[config.mk]
export PLATFORM = sky130hd
export DESIGN_NAME = freespace_update_arbiter
export DESIGN_NICKNAME = d
export VERILOG_FILES = /design/src/rtl/freespace_update_arbiter.sv
export SDC_FILE = /design/constraint.sdc
export NUM_CORES = 1
export LEC_CHECK = 0
export BUFFER_PORTS_ARGS = -buffer_cell sky130_fd_sc_hd__clkbuf_2
export CAP_MARGIN = 20
export CELL_PAD_IN_SITES_DETAIL_PLACEMENT = 1
export CELL_PAD_IN_SITES_GLOBAL_PLACEMENT = 1
export CORE_MARGIN = 3
export CORE_UTILIZATION = 29
export DETAILED_ROUTE_END_ITERATION = 6
export PLACE_DENSITY = 0.65
export RECOVER_POWER = 25
export SETUP_SLACK_MARGIN = 0.2
export SLEW_MARGIN = 5
export SYNTH_ARGS = -nofsm -noshare
export SYNTH_HDL_FRONTEND = slang
export SYNTH_SLANG_ARGS = --single-unit
[constraint.sdc]
create_clock -name clk -period 12.85 [get_ports clk]
set_clock_uncertainty 0.1 [all_clocks]
set_input_delay 0 -clock clk [delete_from_list [all_inputs] [get_ports clk]]
set_output_delay 0 -clock clk [all_outputs]
set_load 0.01 [all_outputs]
[src/rtl/freespace_update_arbiter.sv]
// Round-robin serialiser for per-port freespace update packets.
// One holding slot per port feeds a registered valid/ready output stage.
module freespace_update_arbiter #(
  parameter int PACKET_BITS  = 97,
  parameter int NUM_IN_PORTS = 7,
  parameter int CNT_BITS     = 16
) (
  input  logic                                clk,
  input  logic                                reset,
  input  logic [NUM_IN_PORTS-1:0]             freespace_update,
  input  logic [PACKET_BITS*NUM_IN_PORTS-1:0] packet_from_input_ports,
  input  logic                                out_ready,
  output logic [PACKET_BITS-1:0]              stream_out,
  output logic                                out_vld,
  output logic [NUM_IN_PORTS-1:0]             pending,
  output logic [CNT_BITS-1:0]                 coalesce_cnt
);

  localparam int PTR_W = (NUM_IN_PORTS > 1) ? $clog2(NUM_IN_PORTS) : 1;
  localparam int INC_W = $clog2(NUM_IN_PORTS + 1);

  typedef enum logic {IDLE, HOLD} state_t;

  state_t                   state;
  state_t                   state_d;
  logic [PACKET_BITS-1:0]   slot [NUM_IN_PORTS];
  logic [PACKET_BITS-1:0]   data_q;
  logic [PACKET_BITS-1:0]   data_d;
  logic [PTR_W-1:0]         rr_ptr;
  logic                     can_grant;
  logic                     found;
  logic                     grant_vld;
  logic [PTR_W-1:0]         grant_idx;
  logic [NUM_IN_PORTS-1:0]  grant_oh;
  logic [NUM_IN_PORTS-1:0]  coal;
  logic [INC_W-1:0]         coal_n;
  logic [CNT_BITS:0]        cnt_sum;
  logic [CNT_BITS-1:0]      cnt_next;

  assign can_grant = (state == IDLE) || out_ready;
  assign grant_vld = found && can_grant;

  // First pending port at or after rr_ptr, wrapping around.
  always_comb begin : grant_search
    int j;
    j         = 0;
    found     = 1'b0;
    grant_idx = '0;
    for (int k = 0; k < NUM_IN_PORTS; k++) begin
      j = int'(rr_ptr) + k;
      if (j >= NUM_IN_PORTS) j = j - NUM_IN_PORTS;
      if (!found && pending[j]) begin
        found     = 1'b1;
        grant_idx = PTR_W'(j);
      end
    end
  end

  always_comb begin
    grant_oh = '0;
    coal_n   = '0;
    for (int i = 0; i < NUM_IN_PORTS; i++) begin
      grant_oh[i] = grant_vld && (grant_idx == PTR_W'(i));
    end
    // A pulse on the port being granted is a fresh request, not a coalesce.
    coal = freespace_update & pending & ~grant_oh;
    for (int i = 0; i < NUM_IN_PORTS; i++) begin
      coal_n = coal_n + INC_W'(coal[i]);
    end
    cnt_sum  = {1'b0, coalesce_cnt} + (CNT_BITS+1)'(coal_n);
    cnt_next = cnt_sum[CNT_BITS] ? '1 : cnt_sum[CNT_BITS-1:0];
  end

  always_comb begin
    state_d = state;
    data_d  = data_q;
    unique case (state)
      IDLE: begin
        if (grant_vld) begin
          state_d = HOLD;
          data_d  = slot[grant_idx];
        end
      end
      HOLD: begin
        if (out_ready) begin
          if (grant_vld) begin
            data_d = slot[grant_idx];
          end else begin
            state_d = IDLE;
            data_d  = '0;
          end
        end
      end
    endcase
  end

  always_ff @(posedge clk) begin
    if (reset) begin
      state        <= IDLE;
      data_q       <= '0;
      pending      <= '0;
      rr_ptr       <= '0;
      coalesce_cnt <= '0;
      for (int i = 0; i < NUM_IN_PORTS; i++) slot[i] <= '0;
    end else begin
      state        <= state_d;
      data_q       <= data_d;
      pending      <= freespace_update | (pending & ~grant_oh);
      coalesce_cnt <= cnt_next;
      if (grant_vld) begin
        rr_ptr <= (grant_idx == PTR_W'(NUM_IN_PORTS-1)) ?
                  '0 : grant_idx + PTR_W'(1);
      end
      for (int i = 0; i < NUM_IN_PORTS; i++) begin
        if (freespace_update[i]) begin
          slot[i] <= packet_from_input_ports[PACKET_BITS*i +: PACKET_BITS];
        end
      end
    end
  end

  assign out_vld    = (state == HOLD);
  assign stream_out = data_q;

endmodule

==> impl_metrics.ini <==
[sta]
slew_headroom_pct = -346
setup_tns_ps = 0
whs_ps = 46.1
finalSetupViolations = 0
worst_slew_pin_slew_ps = 6680
final_hold_viol_count = 0
max_freq_ghz = 0.0964
rsz0062_at_grt = false
post-route-period-util_pct = 80.7
slew_violations = 421
fin_crit_ps = 10370

[power]
power.leakage_nw = 22.1
comb_power_share_pct = 54.6
p_sw_share_pct = 48.3
p_per_area_nw_per_um2 = 249
seq_power_share_pct = 25.0
ir_drop_uv = 651
p_int_mw = 6.86
switching_power_mw = 6.41
fin_total_pwr_mw = 13.3
clkPwrFrac_pct = 20.4

[clock_tree]
clk_pin_slew_worst_paths_ps = 60
cts_tree = yes
numCtsBuffers = 90
ctsHtreeMaxLevel = 3
numClockSinks = 803
cts_setup_buffers = 0
cts_buffer_depth = 3
ctsRootBufferMaster = clkbuf_16
worst_skew_pair.late_latency_ps = 680

[grt]
overflow = 0
grt_pass1_vias = 37200
grt_pass1_wl_mm = 258
track_usage_pct = 27.0
antenna_found_initial = 42
grt_max_degree = 98

[die]
fp.dieW_um = 361
core_sq_um = 124000
dieArea_sq_um = 130000
rows = 129
die_h_um = 361
pin_count = 810
initial_core_util_pct = 29.4

[route]
first_iter_violations = 3683
vias = 33900
drt-pass1-iter-count = 6
drc_errors = 0
wl_mm = 183
vias_per_cell = 5.38
wl_per_cell_um = 29.1
detail-route-antenna-nets = 0

[min_path]
hold_path_class = in2reg

[outcome]
violations = capacitance limit, slew limit
status = finished with violations

[synth]
synth.distinct_cells = 91
async_flop_share_pct = 0
synth.avg_cell_area_sq_um = 12.2
yosysTopAreaCellShare_pct = 55.8
syn_nets = 3708
synth_area_sq_um = 36600
yosys_most_used_dff = edfxtp_1
yosysTopAreaCell = edfxtp_1
synth_seq_area_share_pct = 62.6
synth.area.top_cells = edfxtp_1 56%, dfxtp_1 6.8%, and2_1 6.7%
ys_ff_latch = 803
syn_inst = 2995
ys.warnings.count = 0
synth_edf_count = 679

[place]
portBuffers = 809
place.gp.congestion = 0.844
dp.cells = 5254
dpl.hpwl_mm = 103
dpl_cell_area_sq_um = 42100

[setup_path]
critPathMostFrequentCell = buf_4
crit_path_end_kind = flop
cp_data_required_time_ps = 13290
critPathLaunchType = primary input
cp.arrival_ps = 10810
cp_max_fo = 84
path_cells = dlygate4sd3_1, clkbuf_1, clkinvlp_2, buf_4, nand2_4, buf_4, a311oi_2, a2111o_1
critPathSlowestCell = clkinvlp_2
critPathMaxStageDelay_ps = 3880
critical_path_class = in2reg

[job]
drv_cap = 9

[final_layout]
fin_area_sq_um = 53300
final_layout_size_suffix_gt1_share_pct = 21.8
area_delta_synth_final_pct = 45.9
final_net_count = 5252
finalNonFillerCells = 6298
## cells in the final DEF (no fill, tap or decap), types with 10 or more instances in the layout
master         netlist  final
dfxtp_1            124    124
ha_1                20     20
buf_4               10     52
a211oi_1            17     17
o221ai_1            43     43
mux2i_1             38     38
a222oi_1            41     41
nor2_1              90     90
edfxtp_1           679    679
o22ai_1             44     44
nand2b_1            13     13
dlygate4sd3_1        0    830
a2111o_1            48     48
a21oi_1            107    106
and3_1             241    240
a311oi_1            48     46
nand2_1            421    415
diode_2              0     45
clkbuf_16            0     92
and2_0               0    108
clkbuf_2             0    692
clkbuf_1           148    144
mux2_4              38     38
a21oi_2             31     31
o21ai_0             10     10
inv_1               19     19
clkinv_2             0     12
and2_1             394    286
clkinv_1             1     11
nor2b_1            114    110
## per-layer routing
| metal | part of all wire (%) | global-route usage [%] |
|---|---|---|
| met4 | 6.2 | 15.0 |
| met5 | 0 | 0 |
| met2 | 49 | 45.9 |
| met3 | 7.5 | 4.95 |
| met1 | 38 | 32.2 |
## metrics by stage
| step | setup slack [ps] | utilization [%] |
|---|---|---|
| floorplan | 5260 | - |
| global placement | 4280 | 33.8 |
| detailed placement | 4140 | 33.8 |
| CTS | 4090 | 42.9 |
| global route | 2040 | 42.8 |
| finish | 2480 | 42.8 |
## logic make-up (layout without fill, tap and decap cells)
group	count (synthesis)	count (layout)	share of synthesized area, %
AO/OA/AOI/OAI	476	476	10.4
XOR/XNOR	15	15	0.380
adder cells (fa/ha/maj)	24	24	0.904
buffers and inverters	264	1885	3.46
flip-flops	803	803	62.6
multiplexers	88	88	3.00
other	0	45	0
AND/OR/NAND/NOR	1325	1325	19.3
## path summary, 6_finish.rpt
kind | startpoint | to | slack, ps | depth (start not counted)
setup reg to reg | rr_ptr[2] | coalesce_cnt[10] | 3930 | 27
hold / removal | packet_from_input_ports[333] | slot[3][42] | 50 | 3
setup / recovery | reset | stream_out[9] | 2480 | 8
hold reg to reg | stream_out[18] | stream_out[18] | 370 | 1
## cell type report
type	instances	area (sq um)
Multi-Input combinational cell	1928	12500
Fill cell	13500	71100
Clock buffer	126	2520
Clock inverter	43	518
Sequential cell	803	22900
Inverter	22	83.8
Tap cell	1637	2050
Timing Repair Buffer	1694	12600
Antenna cell	45	113
## worst max-delay path, delay by kind of cell
kind                   cells  cell delay, ps
buffers and inverters      5            9530
AO/OA/AOI/OAI              2             720
AND/OR/NAND/NOR            1             410
## flip-flops by register name, summed over array words and instances, names as in the netlist
register      cells
pending           7
coalesce_cnt     16
rr_ptr            3
stream_out       97
slot            679
out_vld           1
## cells in the mapped netlist, types with 5 or more instances
| master | instances |
|---|---|
| nand2_1 | 421 |
| and3_1 | 241 |
| a31oi_1 | 6 |
| nand2b_1 | 13 |
| buf_1 | 8 |
| or3_1 | 7 |
| edfxtp_1 | 679 |
| a21oi_2 | 31 |
| a222oi_1 | 41 |
| nor3_1 | 6 |
| dfxtp_1 | 124 |
| o22ai_1 | 44 |
| ha_1 | 20 |
| inv_1 | 19 |
| or2_2 | 5 |
| buf_6 | 14 |
| a2111o_1 | 48 |
| xor2_1 | 9 |
| a221o_1 | 9 |
| o21ai_0 | 10 |
| buf_4 | 10 |
| nand3_1 | 6 |
| a311oi_1 | 48 |
| clkbuf_1 | 148 |
| nor2b_1 | 114 |
| xnor2_1 | 5 |
| o221ai_1 | 43 |
| mux2_4 | 38 |
| o21a_1 | 6 |
| a21o_1 | 8 |
| and2_1 | 394 |
| a211oi_1 | 17 |
| a32oi_1 | 9 |
| a21oi_1 | 107 |
| or2_1 | 5 |
| mux2i_1 | 38 |
| mux2_2 | 9 |
| buf_2 | 58 |
| nor2_1 | 90 |
## power by group through the flow
stage | clock network, mW | registers, mW | logic [mW]
2_1_floorplan | 0 | 3.33 | 4.48
4_1_cts | 2.71 | 3.30 | 7.08
6_report | 2.71 | 3.32 | 7.25
3_3_place_gp | 0 | 3.34 | 6.74
5_1_grt | 2.83 | 3.33 | 7.71
3_5_place_dp | 0 | 3.35 | 6.84
## repair_timing
action,CTS,global route
hold endpoints to repair,757,0
resized for setup,0,0
hold buffers,830,0
No activity file was read; power rests on OpenSTA's default activity.
